[config.mk]
export PLATFORM = sky130hd
export DESIGN_NAME = hazard_scoreboard_flat
export DESIGN_NICKNAME = d
export VERILOG_FILES = /design/src/rtl/hazard_pkg.sv /design/src/rtl/hazard_scoreboard_if.sv /design/src/rtl/hazard_match.sv /design/src/rtl/hazard_scoreboard.sv /design/src/flat_wrapper.sv
export SDC_FILE = /design/constraint.sdc
export NUM_CORES = 1
export LEC_CHECK = 0
export ABC_CLOCK_PERIOD_IN_PS = 5150
export CORE_UTILIZATION = 52
export CTS_BUF_LIST = sky130_fd_sc_hd__clkbuf_4
export DETAILED_ROUTE_END_ITERATION = 10
export GPL_ROUTABILITY_DRIVEN = 0
export PLACE_DENSITY = 0.82
export SYNTH_ARGS = -nofsm -noshare
export SYNTH_HDL_FRONTEND = slang
export SYNTH_SLANG_ARGS = --single-unit
[constraint.sdc]
create_clock -name clk -period 5.15 [get_ports clk]
set_input_delay 0.515 -clock clk [delete_from_list [all_inputs] [get_ports clk]]
set_output_delay 0.515 -clock clk [all_outputs]
set_load 0.02 [all_outputs]
[src/rtl/hazard_pkg.sv]
// hazard_pkg: shared scoreboard entry type and forward-select helpers
package hazard_pkg;
   localparam int MAXREG = 8;
   localparam int FWD_RF = 0;
   typedef struct packed {
      logic              valid;
      logic [MAXREG-1:0] wrreg;
      logic              is_load;
   } entry_t;
   function automatic int fwd_w(input int nstage);
      return $clog2(nstage + 1);
   endfunction
endpackage

[src/rtl/hazard_scoreboard_if.sv]
// hazard_scoreboard_if: ID-stage request and hazard-control response bundle
interface hazard_scoreboard_if #(
   parameter int NSTAGE   = 3,
   parameter int NREGBITS = 5,
   parameter int CNTW     = 16
);
   localparam int FW = hazard_pkg::fwd_w(NSTAGE);
   logic                id_valid, id_use_rs, id_use_rt, id_regwrite, id_memread;
   logic [NREGBITS-1:0] id_rs, id_rt, id_wrreg;
   logic                redirect, hold;
   logic                stall, flush_id, flush_ex;
   logic [FW-1:0]       fwd_a, fwd_b;
   logic [CNTW-1:0]     stall_cnt, flush_cnt;
   modport master (
      output id_valid, id_rs, id_rt, id_use_rs, id_use_rt, id_wrreg, id_regwrite, id_memread, redirect, hold,
      input  stall, flush_id, flush_ex, fwd_a, fwd_b, stall_cnt, flush_cnt
   );
   modport slave (
      input  id_valid, id_rs, id_rt, id_use_rs, id_use_rt, id_wrreg, id_regwrite, id_memread, redirect, hold,
      output stall, flush_id, flush_ex, fwd_a, fwd_b, stall_cnt, flush_cnt
   );
endinterface

[src/rtl/hazard_match.sv]
// hazard_match: youngest in-flight producer lookup and readiness check for one source operand
module hazard_match import hazard_pkg::*; #(
   parameter int NSTAGE    = 3,
   parameter int NREGBITS  = 5,
   parameter int ALU_DIST  = 1,
   parameter int LOAD_DIST = 2,
   parameter int FW        = 2
) (
   input  entry_t [NSTAGE:1]   tbl,
   input  logic [NREGBITS-1:0] src,
   input  logic                use_src,
   output logic [FW-1:0]       sel,
   output logic                hazard
);
   // scan oldest to youngest so the youngest match overwrites any older one
   always_comb begin
      sel = FW'(FWD_RF);
      hazard = 1'b0;
      for (int k = NSTAGE; k >= 1; k--)
         if (use_src && src != '0 && tbl[k].valid && tbl[k].wrreg == MAXREG'(src)) begin
            sel = FW'(k);
            hazard = k < (tbl[k].is_load ? LOAD_DIST : ALU_DIST);
         end
   end
endmodule

[src/rtl/hazard_scoreboard.sv]
// hazard_scoreboard: in-flight write scoreboard producing stall, forward selects and flush controls
module hazard_scoreboard import hazard_pkg::*; #(
   parameter int NSTAGE      = 3,
   parameter int NREGBITS    = 5,
   parameter int ALU_DIST    = 1,
   parameter int LOAD_DIST   = 2,
   parameter int FLUSH_DEPTH = 2,
   parameter int CNTW        = 16
) (
   input logic clk,
   input logic reset,
   hazard_scoreboard_if.slave bus
);
   localparam int FW = fwd_w(NSTAGE);
   entry_t [NSTAGE:1] tbl_q, tbl_d;
   entry_t            id_e;
   logic [FW-1:0]     fwd_a_q, fwd_a_d, fwd_b_q, fwd_b_d, sel_a, sel_b;
   logic [CNTW-1:0]   stall_cnt_q, stall_cnt_d, flush_cnt_q, flush_cnt_d;
   logic              hz_a, hz_b, stall, flush, bubble;

   hazard_match #(.NSTAGE(NSTAGE), .NREGBITS(NREGBITS), .ALU_DIST(ALU_DIST), .LOAD_DIST(LOAD_DIST), .FW(FW)) u_match_a (
      .tbl(tbl_q), .src(bus.id_rs), .use_src(bus.id_use_rs), .sel(sel_a), .hazard(hz_a)
   );
   hazard_match #(.NSTAGE(NSTAGE), .NREGBITS(NREGBITS), .ALU_DIST(ALU_DIST), .LOAD_DIST(LOAD_DIST), .FW(FW)) u_match_b (
      .tbl(tbl_q), .src(bus.id_rt), .use_src(bus.id_use_rt), .sel(sel_b), .hazard(hz_b)
   );

   // same-cycle controls; a redirect squashes the stall because ID is on the wrong path
   always_comb begin
      stall = bus.id_valid & (hz_a | hz_b) & ~bus.redirect;
      flush = bus.redirect & ~bus.hold;
      bubble = bus.redirect | stall;
      id_e = '{valid: bus.id_valid & bus.id_regwrite & (bus.id_wrreg != '0), wrreg: MAXREG'(bus.id_wrreg), is_load: bus.id_memread};
   end

   assign bus.stall     = stall;
   assign bus.flush_id  = flush;
   assign bus.flush_ex  = flush;
   assign bus.fwd_a     = fwd_a_q;
   assign bus.fwd_b     = fwd_b_q;
   assign bus.stall_cnt = stall_cnt_q;
   assign bus.flush_cnt = flush_cnt_q;

   // table shift with squash/bubble insertion, forward capture and saturating counts; hold freezes all
   always_comb begin
      tbl_d = tbl_q;
      fwd_a_d = fwd_a_q;
      fwd_b_d = fwd_b_q;
      stall_cnt_d = stall_cnt_q;
      flush_cnt_d = flush_cnt_q;
      if (!bus.hold) begin
         for (int k = 2; k <= NSTAGE; k++)
            tbl_d[k] = (bus.redirect && k - 1 <= FLUSH_DEPTH) ? '0 : tbl_q[k-1];
         tbl_d[1] = bubble ? '0 : id_e;
         fwd_a_d = bubble ? FW'(FWD_RF) : sel_a;
         fwd_b_d = bubble ? FW'(FWD_RF) : sel_b;
         stall_cnt_d = stall_cnt_q + CNTW'(stall && !(&stall_cnt_q));
         flush_cnt_d = flush_cnt_q + CNTW'(bus.redirect && !(&flush_cnt_q));
      end
   end

   // state registers
   always_ff @(posedge clk) begin
      if (reset) begin
         tbl_q <= '0;
         fwd_a_q <= '0;
         fwd_b_q <= '0;
         stall_cnt_q <= '0;
         flush_cnt_q <= '0;
      end else begin
         tbl_q <= tbl_d;
         fwd_a_q <= fwd_a_d;
         fwd_b_q <= fwd_b_d;
         stall_cnt_q <= stall_cnt_d;
         flush_cnt_q <= flush_cnt_d;
      end
   end
endmodule

[src/flat_wrapper.sv]
// flat-port wrapper written by rule: the top's interface ports become plain ports
module hazard_scoreboard_flat import hazard_pkg::*;
#(
   parameter int NSTAGE      = 3,
   parameter int NREGBITS    = 5,
   parameter int ALU_DIST    = 1,
   parameter int LOAD_DIST   = 2,
   parameter int FLUSH_DEPTH = 2,
   parameter int CNTW        = 16
)
  (clk, reset, bus_id_valid, bus_id_rs, bus_id_rt, bus_id_use_rs, bus_id_use_rt, bus_id_wrreg, bus_id_regwrite, bus_id_memread, bus_redirect, bus_hold, bus_stall, bus_flush_id, bus_flush_ex, bus_fwd_a, bus_fwd_b, bus_stall_cnt, bus_flush_cnt);
  hazard_scoreboard_if #(.NSTAGE(NSTAGE), .NREGBITS(NREGBITS), .CNTW(CNTW)) bus_i ();
  input logic clk;
  input logic reset;
  input wire logic [$bits(bus_i.id_valid)-1:0] bus_id_valid;
  input wire logic [$bits(bus_i.id_rs)-1:0] bus_id_rs;
  input wire logic [$bits(bus_i.id_rt)-1:0] bus_id_rt;
  input wire logic [$bits(bus_i.id_use_rs)-1:0] bus_id_use_rs;
  input wire logic [$bits(bus_i.id_use_rt)-1:0] bus_id_use_rt;
  input wire logic [$bits(bus_i.id_wrreg)-1:0] bus_id_wrreg;
  input wire logic [$bits(bus_i.id_regwrite)-1:0] bus_id_regwrite;
  input wire logic [$bits(bus_i.id_memread)-1:0] bus_id_memread;
  input wire logic [$bits(bus_i.redirect)-1:0] bus_redirect;
  input wire logic [$bits(bus_i.hold)-1:0] bus_hold;
  output wire logic [$bits(bus_i.stall)-1:0] bus_stall;
  output wire logic [$bits(bus_i.flush_id)-1:0] bus_flush_id;
  output wire logic [$bits(bus_i.flush_ex)-1:0] bus_flush_ex;
  output wire logic [$bits(bus_i.fwd_a)-1:0] bus_fwd_a;
  output wire logic [$bits(bus_i.fwd_b)-1:0] bus_fwd_b;
  output wire logic [$bits(bus_i.stall_cnt)-1:0] bus_stall_cnt;
  output wire logic [$bits(bus_i.flush_cnt)-1:0] bus_flush_cnt;
  assign bus_i.id_valid = bus_id_valid;
  assign bus_i.id_rs = bus_id_rs;
  assign bus_i.id_rt = bus_id_rt;
  assign bus_i.id_use_rs = bus_id_use_rs;
  assign bus_i.id_use_rt = bus_id_use_rt;
  assign bus_i.id_wrreg = bus_id_wrreg;
  assign bus_i.id_regwrite = bus_id_regwrite;
  assign bus_i.id_memread = bus_id_memread;
  assign bus_i.redirect = bus_redirect;
  assign bus_i.hold = bus_hold;
  assign bus_stall = bus_i.stall;
  assign bus_flush_id = bus_i.flush_id;
  assign bus_flush_ex = bus_i.flush_ex;
  assign bus_fwd_a = bus_i.fwd_a;
  assign bus_fwd_b = bus_i.fwd_b;
  assign bus_stall_cnt = bus_i.stall_cnt;
  assign bus_flush_cnt = bus_i.flush_cnt;
  hazard_scoreboard #(.NSTAGE(NSTAGE), .NREGBITS(NREGBITS), .ALU_DIST(ALU_DIST), .LOAD_DIST(LOAD_DIST), .FLUSH_DEPTH(FLUSH_DEPTH), .CNTW(CNTW)) u_core (.clk(clk), .reset(reset), .bus(bus_i));
endmodule
Word-level counts from Yosys, hierarchy flattened

Cells that the tools add are included.

Output and inout bits: 39
Register bits: 66
Word-level logic and storage cells: 76

Add/subtract/negate cells: 2
Reductions and logical operators: 23
Muxes and demuxes: 20
Order comparisons: 3
Equality and inequality tests: 6
Bitwise operators: 9

Operator list:

| kind                 | count |
|---|---|
| $eq A8 B5 Y1         | 6 |
| $add A16 B1 Y16      | 2 |
| $reduce_and A16 Y1   | 2 |
| $mux W10             | 3 |
| $mux W2              | 11 |
| $logic_and A1 B1 Y1  | 16 |
| $reduce_bool A5 Y1   | 3 |
| $mux W1              | 6 |
| $and A1 B1 Y1        | 5 |
| $lt A2 B2 Y1 const A | 2 |
| $logic_not A1 Y1     | 2 |
| $lt A1 B2 Y1 const A | 1 |
| $not A1 Y1           | 2 |
| $or A1 B1 Y1         | 2 |

Longest topological paths before layout

Gate-level depths: netlist (run 1).

Word-level depth: 12
Mapped depth: 11
Mapped depth without buffers: 11

Hierarchy

A second synthesis (run 1) with hierarchy kept.

Cells, all modules: 342
Area, all modules: 2,984.1 um2

By module, submodules not included:

| module            | area an instance (um2) | cells an instance | instances |
|---|---|---|---|
| hazard_scoreboard | 2,488.6                | 282               | 1 |
| hazard_match      | 247.7                  | 30                | 2 |

Worst setup path before layout (run 1)

OpenSTA, ideal clock, no wires.

Path type: input to register
Start point: input port bus_id_rs[1]
End point: register u_core.stall_cnt_q[12], in the netlist u_core.bus.stall_cnt[12]
Stages: 11
Path buffers: 0
Arrival: 2,705 ps
Setup slack: 2,375 ps
Data required time: 5,080 ps
Library setup time: 70 ps
Cell sequence: xor2_1 > nor4_1 > nand4b_2 > a21oi_2 > nor3b_1 > ha_1 > ha_1 > nor2b_1 > nand2_1 > or3_1 > a21oi_1

Word-level cells in the longest chain between the ends: 12
Elaborated cells between the ends (all ways): 19
Those cells by class: add/sub (1); eq/ne (3); mux (3); bitwise (3); reduce/logical (9)

RTL lines:

| item                             | line                    | text |
|---|---|---|
| start, declared                  | flat_wrapper.sv:16      | `input wire logic [$bits(bus_i.id_rs)-1:0] bus_id_rs;` |
| $reduce_bool A5 Y1               | hazard_match.sv:20      | `if (use_src && src != '0 && tbl[k].valid && tbl[k].wrreg == MAXREG'(src)) begin` |
| $logic_and A1 B1 Y1 (3 in a row) | hazard_match.sv:20      |  |
| $mux W1 (2 in a row)             | hazard_match.sv:20      |  |
| $mux W1 *                        | hazard_match.sv:20      |  |
| $or A1 B1 Y1 *                   | hazard_scoreboard.sv:30 | `stall = bus.id_valid & (hz_a \| hz_b) & ~bus.redirect;` |
| $and A1 B1 Y1 * (2 in a row)     | hazard_scoreboard.sv:30 |  |
| $logic_and A1 B1 Y1 *            | hazard_scoreboard.sv:57 | `stall_cnt_d = stall_cnt_q + CNTW'(stall && !(&stall_cnt_q));` |
| $add A16 B1 Y16 *                | hazard_scoreboard.sv:57 |  |
| end signal, assigned             | hazard_scoreboard.sv:74 | `stall_cnt_q <= stall_cnt_d;` |
| end, declared                    | hazard_scoreboard.sv:18 | `logic [CNTW-1:0] stall_cnt_q, stall_cnt_d, flush_cnt_q, flush_cnt_d;` |

Mark *: on every way between the ends. The rest lies on a longest branch, timed or not.
A chain may end at the register's enable or synchronous reset.

Worst setup path in the final report (run 1)

Start point: input port bus_id_rs[0]
End point: register u_core.stall_cnt_q[12], in the netlist u_core.bus.stall_cnt[12]

The elaborated chain is that of the path after synthesis.

==> qor.yml, run 1 <==
outcome:
  status: "completed"
sta:
  rsz0062_at_grt: "no"
  slew_headroom_pct: 41.9
  setup_ws_ns: 1.65
  finalClockSkew_ns: 0.00666
  hold_viol_final: 0
  worst_slew_pin_slew_ns: 0.869
  period_share_pct: 67.9
  finalSetupViolCount: 0
  fin_crit_ns: 3.50
  final_max_slew_viol_count: 0
  fmax_mhz: 286
  setup-tns-final_ns: 0
die:
  core.rowCount: 26
  core-area_um2: 5170
  die-area_um2: 5720
  initial_utilization_pct: 54.5
  die_h_um: 75.6
  die_w_um: 75.6
  ios: 63
power:
  max-vdd-ir-drop_v: 0.000163
  leakagePower_nw: 1.22
  powerDensity_nw_per_um2: 194
place:
  pre_cts_ws_ns: 1.26
  hpwl_mm: 4.54
  io_buffers: 62
global_route:
  grt_pass1_vias: 2094
  grt-ovfl-total: 0
  grt_max_degree: 36
  antenna_found_initial: 0
  grt_pass1_wl_mm: 9.68
  grt_usage_pct: 22.5
finish:
  syn2layout_area_growth_pct: 24.9
  nets: 404
  final_cell_mix: "62 x clkdlybuf4s50_1, 55 x dfxtp_1, 43 x nor2_1"
  drive_gt1_share_pct: 6.67
  fin_util_pct: 68.0
  mostFrequentLayoutCell: "clkdlybuf4s50_1"
  antenna_cells: 0
clock_tree:
  cts_hold_buf: 0
  cts_root_buf: "clkbuf_4"
  ctsLongestPathBuffers: 2
  cts_resized: 0
  cts_sinks: 55
  clk_pin_slew_worst_paths_ns: 0.13
  cts_tree: "done"
  h-tree-depth: 2
  post-cts-setup-buffer-count: 0
  clk_latency_ns: 0.37
  cts_made_buffers: 5
worst_hold_path:
  hold_class: "reg -> reg"
routing:
  routed_wl_mm: 6.20
  drc: 0
  via_count: 2382
  drtIter0Drc: 91
  first_pass_iters: 5
  viasPerCell: 5.35
  wl_per_cell_um: 13.9
  drtAntennaViolNets: 0
logic_synthesis:
  syn_inst: 321
  seq_area_frac_synth_pct: 39.1
  synth_top_cell_by_area: "dfxtp_1"
  async_reset_ff_share_pct: 0
  syn_area_per_cell_um2: 8.78
  synth_ff_type: "dfxtp_1"
  netlist_area_um2: 2820
  synth_enable_flop_cells: 0
  synth_nets: 349
  synth-seq-cells: 55
  yosys-top-cells-area: "dfxtp_1 39%, xnor2_1 10%, xor2_1 6.5%"
  synth_top_area_share_pct: 39.1
  yosys_warnings: 0
  ys_types: 32
setup_path:
  startpoint_type: "input port"
  crit_fanout: 13
  regToRegSetupSlack_ns: 1.93
  worst-setup-path-type: "in -> reg"
  cp-end-kind: "flip-flop"
  critPathRequiredTime_ns: 5.46
  crit_arrival_ns: 3.80
flow_run:
  cap_violations: 0
worst max-delay path, cell delays in order:
cell             delay (ns)
clkdlybuf4s50_1        0.57
xor2_1                 0.23
nor4_1                 0.29
nand4b_2               0.18
a21oi_2                0.17
buf_4                  0.23
nor3b_1                0.22
ha_1                   0.20
ha_1                   0.14
nor2b_1                0.42
nand2_1                0.17
or3_1                  0.33
a21oi_1                0.14
metal layers:
layer  global-route usage [%]  wire, um  vias to the layer above
li1                         -         -                     1208
met1                     28.7      2760                     1089
met2                     35.8      2940                       74
met3                     5.56       380                       11
met4                     10.5       115                        0
met5                        0         0                        -
area by class of cell:
cell class	count	area [um^2]
Clock buffer	6	45.0
Fill cell	447	1650
Inverter	8	30.0
Multi-Input combinational cell	241	1610
Sequential cell	55	1100
Tap cell	70	87.6
Timing Repair Buffer	65	643
worst paths after layout:
path / startpoint / endpoint / cells past startpoint
hold / removal: u_core.bus.fwd_a[1]$_SDFFE_PP0N_ / u_core.bus.fwd_a[1]$_SDFFE_PP0N_ / 2
hold reg to reg: u_core.bus.fwd_a[1]$_SDFFE_PP0N_ / u_core.bus.fwd_a[1]$_SDFFE_PP0N_ / 2
setup reg to reg: u_core.tbl_q[2]$_SDFFE_PP0N_ / u_core.bus.stall_cnt[12]$_SDFFE_PP0N_ / 12
setup / recovery: bus_id_rs[0] / u_core.bus.stall_cnt[12]$_SDFFE_PP0N_ / 13
cells by family (layout without fill, tap and decap cells):
| kind of cell | Yosys count | in the layout | share of synthesized area (%) |
|---|---|---|---|
| and+or+nand+nor | 140 | 140 | 26.2 |
| muxes | 4 | 4 | 1.42 |
| adders and majority gates | 4 | 4 | 1.78 |
| AOI/OAI and AO/OA | 39 | 39 | 11.0 |
| buffers and inverters | 25 | 79 | 3.73 |
| DFF | 55 | 55 | 39.1 |
| xor gates and xnor gates | 54 | 54 | 16.8 |
power by group:
group / internal, mW / leakage, nW / switching, mW
clock network: 0.0542 / 0.0276 / 0.119
logic: 0.0367 / 0.753 / 0.0388
registers: 0.429 / 0.444 / 0.00498
total: 0.520 / 1.22 / 0.163
state kept, by name (all words and copies together), names as in the netlist:
| name | flops |
|---|---|
| u_core.tbl_q | 19 |
| u_core.bus.flush_cnt | 16 |
| u_core.bus.stall_cnt | 16 |
| u_core.bus.fwd_a | 2 |
| u_core.bus.fwd_b | 2 |
metrics by stage:
step | cell area (um^2) | cells | power [mW] | hold slack, ns
global route | 3520 | 445 | 0.718 | 0.486
global placement | 3470 | 439 | 0.517 | 0.439
floorplan | 2820 | 321 | 0.484 | 0.435
detailed placement | 3470 | 439 | 0.519 | 0.451
finish | 3520 | 445 | 0.683 | 0.469
CTS | 3520 | 445 | 0.695 | 0.473
cells in the mapped netlist (2+ instances only):
master / n
o31ai_1: 2
mux2i_1: 4
buf_1: 3
o41a_1: 2
a21oi_1: 16
nor3_1: 9
or4_4: 2
nand4b_2: 2
nand2_1: 25
nor2b_1: 6
o31ai_2: 9
xnor2_1: 33
o21ai_0: 6
and3b_1: 2
o21ai_4: 2
and4_1: 5
dfxtp_1: 55
nor2_1: 43
nand4_1: 12
or3_1: 5
ha_1: 4
nand3_1: 13
nor3b_1: 13
clkbuf_1: 12
nor4_1: 2
inv_1: 8
xor2_1: 21
Power figures use the tool's default switching activity.
==> run 2, diff against run 1 <==
Settings changed: ABC_CLOCK_PERIOD_IN_PS 5150 to 3660.
Clock period 5.15 ns to 3.66 ns, I/O delays scaled along.
==> run 2 against run 1 <==
  * Clock power rose by 57%
  * Die area did not move
  * Register-to-register slack got worse by 1.1 ns
  * Routed wire length rose by 2.6%
  * Largest cell class unchanged
  * Highest routed layer unchanged
==> qor.yml, run 2 (synthesis results as in run 1) <==
outcome:
  status: "completed"
clock_tree:
  cts_sinks: 55
  cts_resized: 0
  cts_tree: "done"
  clk_pin_slew_worst_paths_ns: 0.14
  h-tree-depth: 2
  cts_hold_buf: 0
  clk_latency_ns: 0.38
  ctsLongestPathBuffers: 2
  post-cts-setup-buffer-count: 0
  cts_made_buffers: 5
  cts_root_buf: "clkbuf_4"
worst_hold_path:
  hold_class: "reg -> reg"
flow_run:
  cap_violations: 0
sta:
  finalSetupViolCount: 0
  slew_headroom_pct: 52.3
  fin_crit_ns: 3.29
  hold_viol_final: 0
  rsz0062_at_grt: "no"
  setup-tns-final_ns: 0
  finalClockSkew_ns: 0.0164
  hold_ws_ns: 0.480
  worst_slew_pin_slew_ns: 0.715
  setup_ws_ns: 0.372
  final_max_slew_viol_count: 0
  period_share_pct: 89.8
  fmax_mhz: 304
die:
  core-area_um2: 5170
  initial_utilization_pct: 54.5
  core.rowCount: 26
  ios: 63
  die_w_um: 75.6
  die-area_um2: 5720
  die_h_um: 75.6
global_route:
  grt_pass1_vias: 2209
  grt-ovfl-total: 0
  grt_pass1_wl_mm: 10.1
  grt_max_degree: 44
  antenna_found_initial: 0
  grt_usage_pct: 23.2
place:
  hpwl_mm: 4.68
  pre_cts_ws_ns: 0.376
  dp_cells: 441
  io_buffers: 62
routing:
  drtIter0Drc: 147
  drtAntennaViolNets: 0
  via_count: 2418
  viasPerCell: 5.39
  routed_wl_mm: 6.36
  first_pass_iters: 4
  wl_per_cell_um: 14.2
  drc: 0
finish:
  mostFrequentLayoutCell: "clkdlybuf4s50_1"
  nets: 406
  fin_cells: 449
  regMostFlops: "u_core.tbl_q"
  antenna_cells: 0
  syn2layout_area_growth_pct: 25.8
  drive_gt1_share_pct: 7.65
  largest_reg_flops: 19
  final_cell_mix: "62 x clkdlybuf4s50_1, 55 x dfxtp_1, 43 x nor2_1"
setup_path:
  crit_top_cell: "clkdlybuf4s50_1"
  cp-end-kind: "primary output"
  crit_fanout: 12
  critPathRequiredTime_ns: 3.29
  crit_chain: "clkdlybuf4s50_1, xor2_1, nor4_1, nand4b_2, a21oi_2, buf_4, nor2b_1, clkdlybuf4s50_1"
  max_stage_delay_ns: 0.62
  critPathSlowestCell: "clkdlybuf4s50_1"
  startpoint_type: "input port"
  worst-setup-path-type: "in -> out"
  crit_arrival_ns: 2.92
power:
  max-vdd-ir-drop_v: 0.000300
  powerDensity_nw_per_um2: 279
  leakagePower_nw: 1.24
[run 2: changes by cell type in the layout (fill, tap and decap cells not counted), sizes merged]
cell      change
clkinv        +1
buf           +2
clkinvlp      +1
[run 2: path summary, 6_finish.rpt]
check                                     endpoint  cells past startpoint  slack [ns]                        startpoint
min reg2reg       u_core.bus.fwd_b[1]$_SDFFE_PP0N_                      2        0.48  u_core.bus.fwd_b[1]$_SDFFE_PP0N_
max reg2reg  u_core.bus.stall_cnt[12]$_SDFFE_PP0N_                     11        0.87      u_core.tbl_q[5]$_SDFFE_PP0N_
max                                      bus_stall                      8        0.37                      bus_id_rs[4]
min               u_core.bus.fwd_b[1]$_SDFFE_PP0N_                      2        0.48  u_core.bus.fwd_b[1]$_SDFFE_PP0N_
[run 2: power by group]
part	leakage (nW)	switching, mW	internal [mW]
clock	0.0317	0.190	0.0821
combinational	0.764	0.0540	0.0516
sequential	0.444	0.00713	0.604
[run 2: routing by layer]
layer	GRT usage [%]	part of all wire (%)	wire length, um	up-vias
met5	0	0	0	-
met4	8.64	2.3	147	0
met3	4.89	4.5	286	14
met2	40.2	48	3030	62
met1	28.4	46	2900	1127
li1	-	-	-	1215
[run 2: layout make-up]
type	instances	area [um^2]
clock buffers	6	45.0
clock inverters	2	12.5
fillers	453	1630
inverters	8	30.0
multi-input cells	241	1610
flip-flops and latches	55	1100
well taps	70	87.6
repair buffers	67	658
[run 2: per-stage QoR]
step	util [%]	total power, mW	cell area, um^2
final	68.6	0.989	3550
after floorplan	-	0.680	2820
after global routing	68.6	1.03	3550
after global placement	67.5	0.727	3490
after CTS	68.6	0.994	3550
after detailed placement	67.5	0.730	3490
[run 2: critical path: cells and delay by family]
kind | cells | cell delay [ns]
compound gates | 1 | 0.21
xor+xnor | 1 | 0.19
buf+inv | 3 | 1.38
simple gates | 3 | 0.77
==> run 3, diff against run 2 <==
Settings changed: ABC_CLOCK_PERIOD_IN_PS 3660 to 3600, REMOVE_ABC_BUFFERS set to 1.
Clock period 3.66 ns to 3.6 ns, I/O delays scaled along.
==> run 3 against run 2 <==
  * Critical path depth unchanged
  * Combinational power hardly changed
  * Flip-flop and latch count did not move
  * Critical endpoint unchanged
  * First-iteration DRC count is 37% lower
  * Highest routed layer unchanged
  * Register-to-register slack got worse by 0.02 ns
==> qor.yml, run 3 (synthesis results as in run 1) <==
outcome:
  status: "completed"
finish:
  largest_reg_flops: 19
  nets: 407
  fin_cells: 448
  drive_gt1_share_pct: 7.41
  regMostFlops: "u_core.tbl_q"
  syn2layout_area_growth_pct: 25.7
  regArea_um2: 1100
  fin_util_pct: 68.5
  final_cell_mix: "62 x clkdlybuf4s50_1, 55 x dfxtp_1, 43 x nor2_1"
  multi_input_area_um2: 1610
  mostFrequentLayoutCell: "clkdlybuf4s50_1"
  antenna_cells: 0
  num-fill-cells: 440
routing:
  routed_wl_mm: 6.05
  drc: 0
  wl_per_cell_um: 13.5
  via_count: 2398
  drtAntennaViolNets: 0
  first_pass_iters: 4
  drtIter0Drc: 92
  viasPerCell: 5.35
clock_tree:
  cts_root_buf: "clkbuf_4"
  cts_hold_buf: 0
  h-tree-depth: 2
  post-cts-setup-buffer-count: 0
  clk_pin_slew_worst_paths_ns: 0.13
  clk_latency_ns: 0.36
  cts_sinks: 55
  cts_tree: "done"
  ctsLongestPathBuffers: 2
  cts_made_buffers: 5
  cts_resized: 0
global_route:
  antenna_found_initial: 0
  grt_max_degree: 45
  grt-ovfl-total: 0
  grt_usage_pct: 21.8
  grt_pass1_wl_mm: 9.51
  grt_pass1_vias: 2165
worst_hold_path:
  hold_class: "reg -> reg"
  min_to: "u_core.bus.fwd_a[1]$_SDFFE_PP0N_"
  min_path_cells: 2
  hp-start: "u_core.bus.fwd_a[1]$_SDFFE_PP0N_"
sta:
  final_max_slew_viol_count: 0
  hold_viol_final: 0
  fmax_mhz: 311
  slew_headroom_pct: 51.5
  finalSetupViolCount: 0
  finalClockSkew_ns: 0.0146
  fin_crit_ns: 3.21
  period_share_pct: 89.2
  worst_slew_pin_slew_ns: 0.726
  setup-tns-final_ns: 0
  rsz0062_at_grt: "no"
power:
  internal-power_mw: 0.746
  pwr-share-clk_pct: 25.3
  powerDensity_nw_per_um2: 276
  combPwrFrac_pct: 11.2
  pwr-share-seq_pct: 63.5
  switchingPower_mw: 0.232
  swShare_pct: 23.8
  max-vdd-ir-drop_v: 0.000205
  leakagePower_nw: 1.24
die:
  die-area_um2: 5720
  core-area_um2: 5170
  ios: 63
  die_w_um: 75.6
  initial_utilization_pct: 54.5
  die_h_um: 75.6
  core.rowCount: 26
setup_path:
  startpoint_type: "input port"
  crit_fanout: 12
  cp-end-kind: "primary output"
  worst-setup-path-type: "in -> out"
  rr_startpoint: "u_core.tbl_q[2]$_SDFFE_PP0N_"
  critPathRequiredTime_ns: 3.24
  regToRegSetupSlack_ns: 0.85
  rr_endpoint: "u_core.bus.stall_cnt[12]$_SDFFE_PP0N_"
  crit_arrival_ns: 2.85
  r2r.worst_path.cells: 11
place:
  io_buffers: 62
  dp_cells: 442
  hpwl_mm: 4.40
flow_run:
  cap_violations: 0
run 3: cell types whose count changed in the layout (fill, tap and decap cells not counted), sizes merged:
cell      delta
clkinvlp     -1
clkinv       -1
buf          +1
run 3: final cells by class:
type | instances | area share [%]
multi-input cells | 241 | 45.5
inverters | 8 | 0.848
clock buffers | 6 | 1.27
flip-flops and latches | 55 | 31.1
well taps | 70 | 2.47
repair buffers | 68 | 18.8
run 3: power groups by stage:
| stage | logic (mW) | clock network [mW] | registers [mW] |
|---|---|---|---|
| floorplan | 0.0425 | 0 | 0.634 |
| global placement | 0.108 | 0 | 0.634 |
| detailed placement | 0.109 | 0 | 0.634 |
| CTS | 0.110 | 0.260 | 0.621 |
| global route | 0.119 | 0.283 | 0.622 |
| finish | 0.109 | 0.248 | 0.621 |
run 3: critical path: stages:
cell             delay (ns)
clkdlybuf4s50_1        0.54
xor2_1                 0.20
nor4_1                 0.35
nand4b_2               0.20
a21oi_2                0.20
buf_4                  0.24
nor2b_1                0.15
clkdlybuf4s50_1        0.61
run 3: through the flow:
stage          power [mW]  hold WS [ns]  setup WS [ns]  cell area (um^2)
2_1_floorplan       0.677         0.429          0.623              2740
3_3_place_gp        0.742         0.442          0.396              3500
3_5_place_dp        0.743         0.451          0.334              3500
4_1_cts             0.991         0.474          0.390              3540
5_1_grt              1.02         0.491          0.243              3540
6_report            0.978         0.470          0.388              3540
run 3: layer usage:
| layer | global-route usage [%] | vias to the layer above | wire length, um |
|---|---|---|---|
| met5 | 0 | - | 0 |
| met2 | 35.8 | 64 | 2840 |
| li1 | - | 1213 | - |
| met4 | 6.79 | 0 | 45 |
| met1 | 28.2 | 1115 | 2880 |
| met3 | 5.56 | 6 | 290 |
run 3: worst max-delay path by stage:
stage,startpoint,endpoint,slack [ns],depth (start not counted)
after floorplan,bus_id_rt[1],u_core.bus.stall_cnt[12]$_SDFFE_PP0N_,0.62,11
final,bus_id_rs[4],bus_stall,0.39,8
after detailed placement,bus_id_rt[1],u_core.bus.stall_cnt[12]$_SDFFE_PP0N_,0.33,12
after global placement,bus_id_rt[1],u_core.bus.stall_cnt[12]$_SDFFE_PP0N_,0.40,12
after global routing,bus_id_rt[1],bus_stall,0.24,8
after CTS,bus_id_rs[4],bus_stall,0.39,8
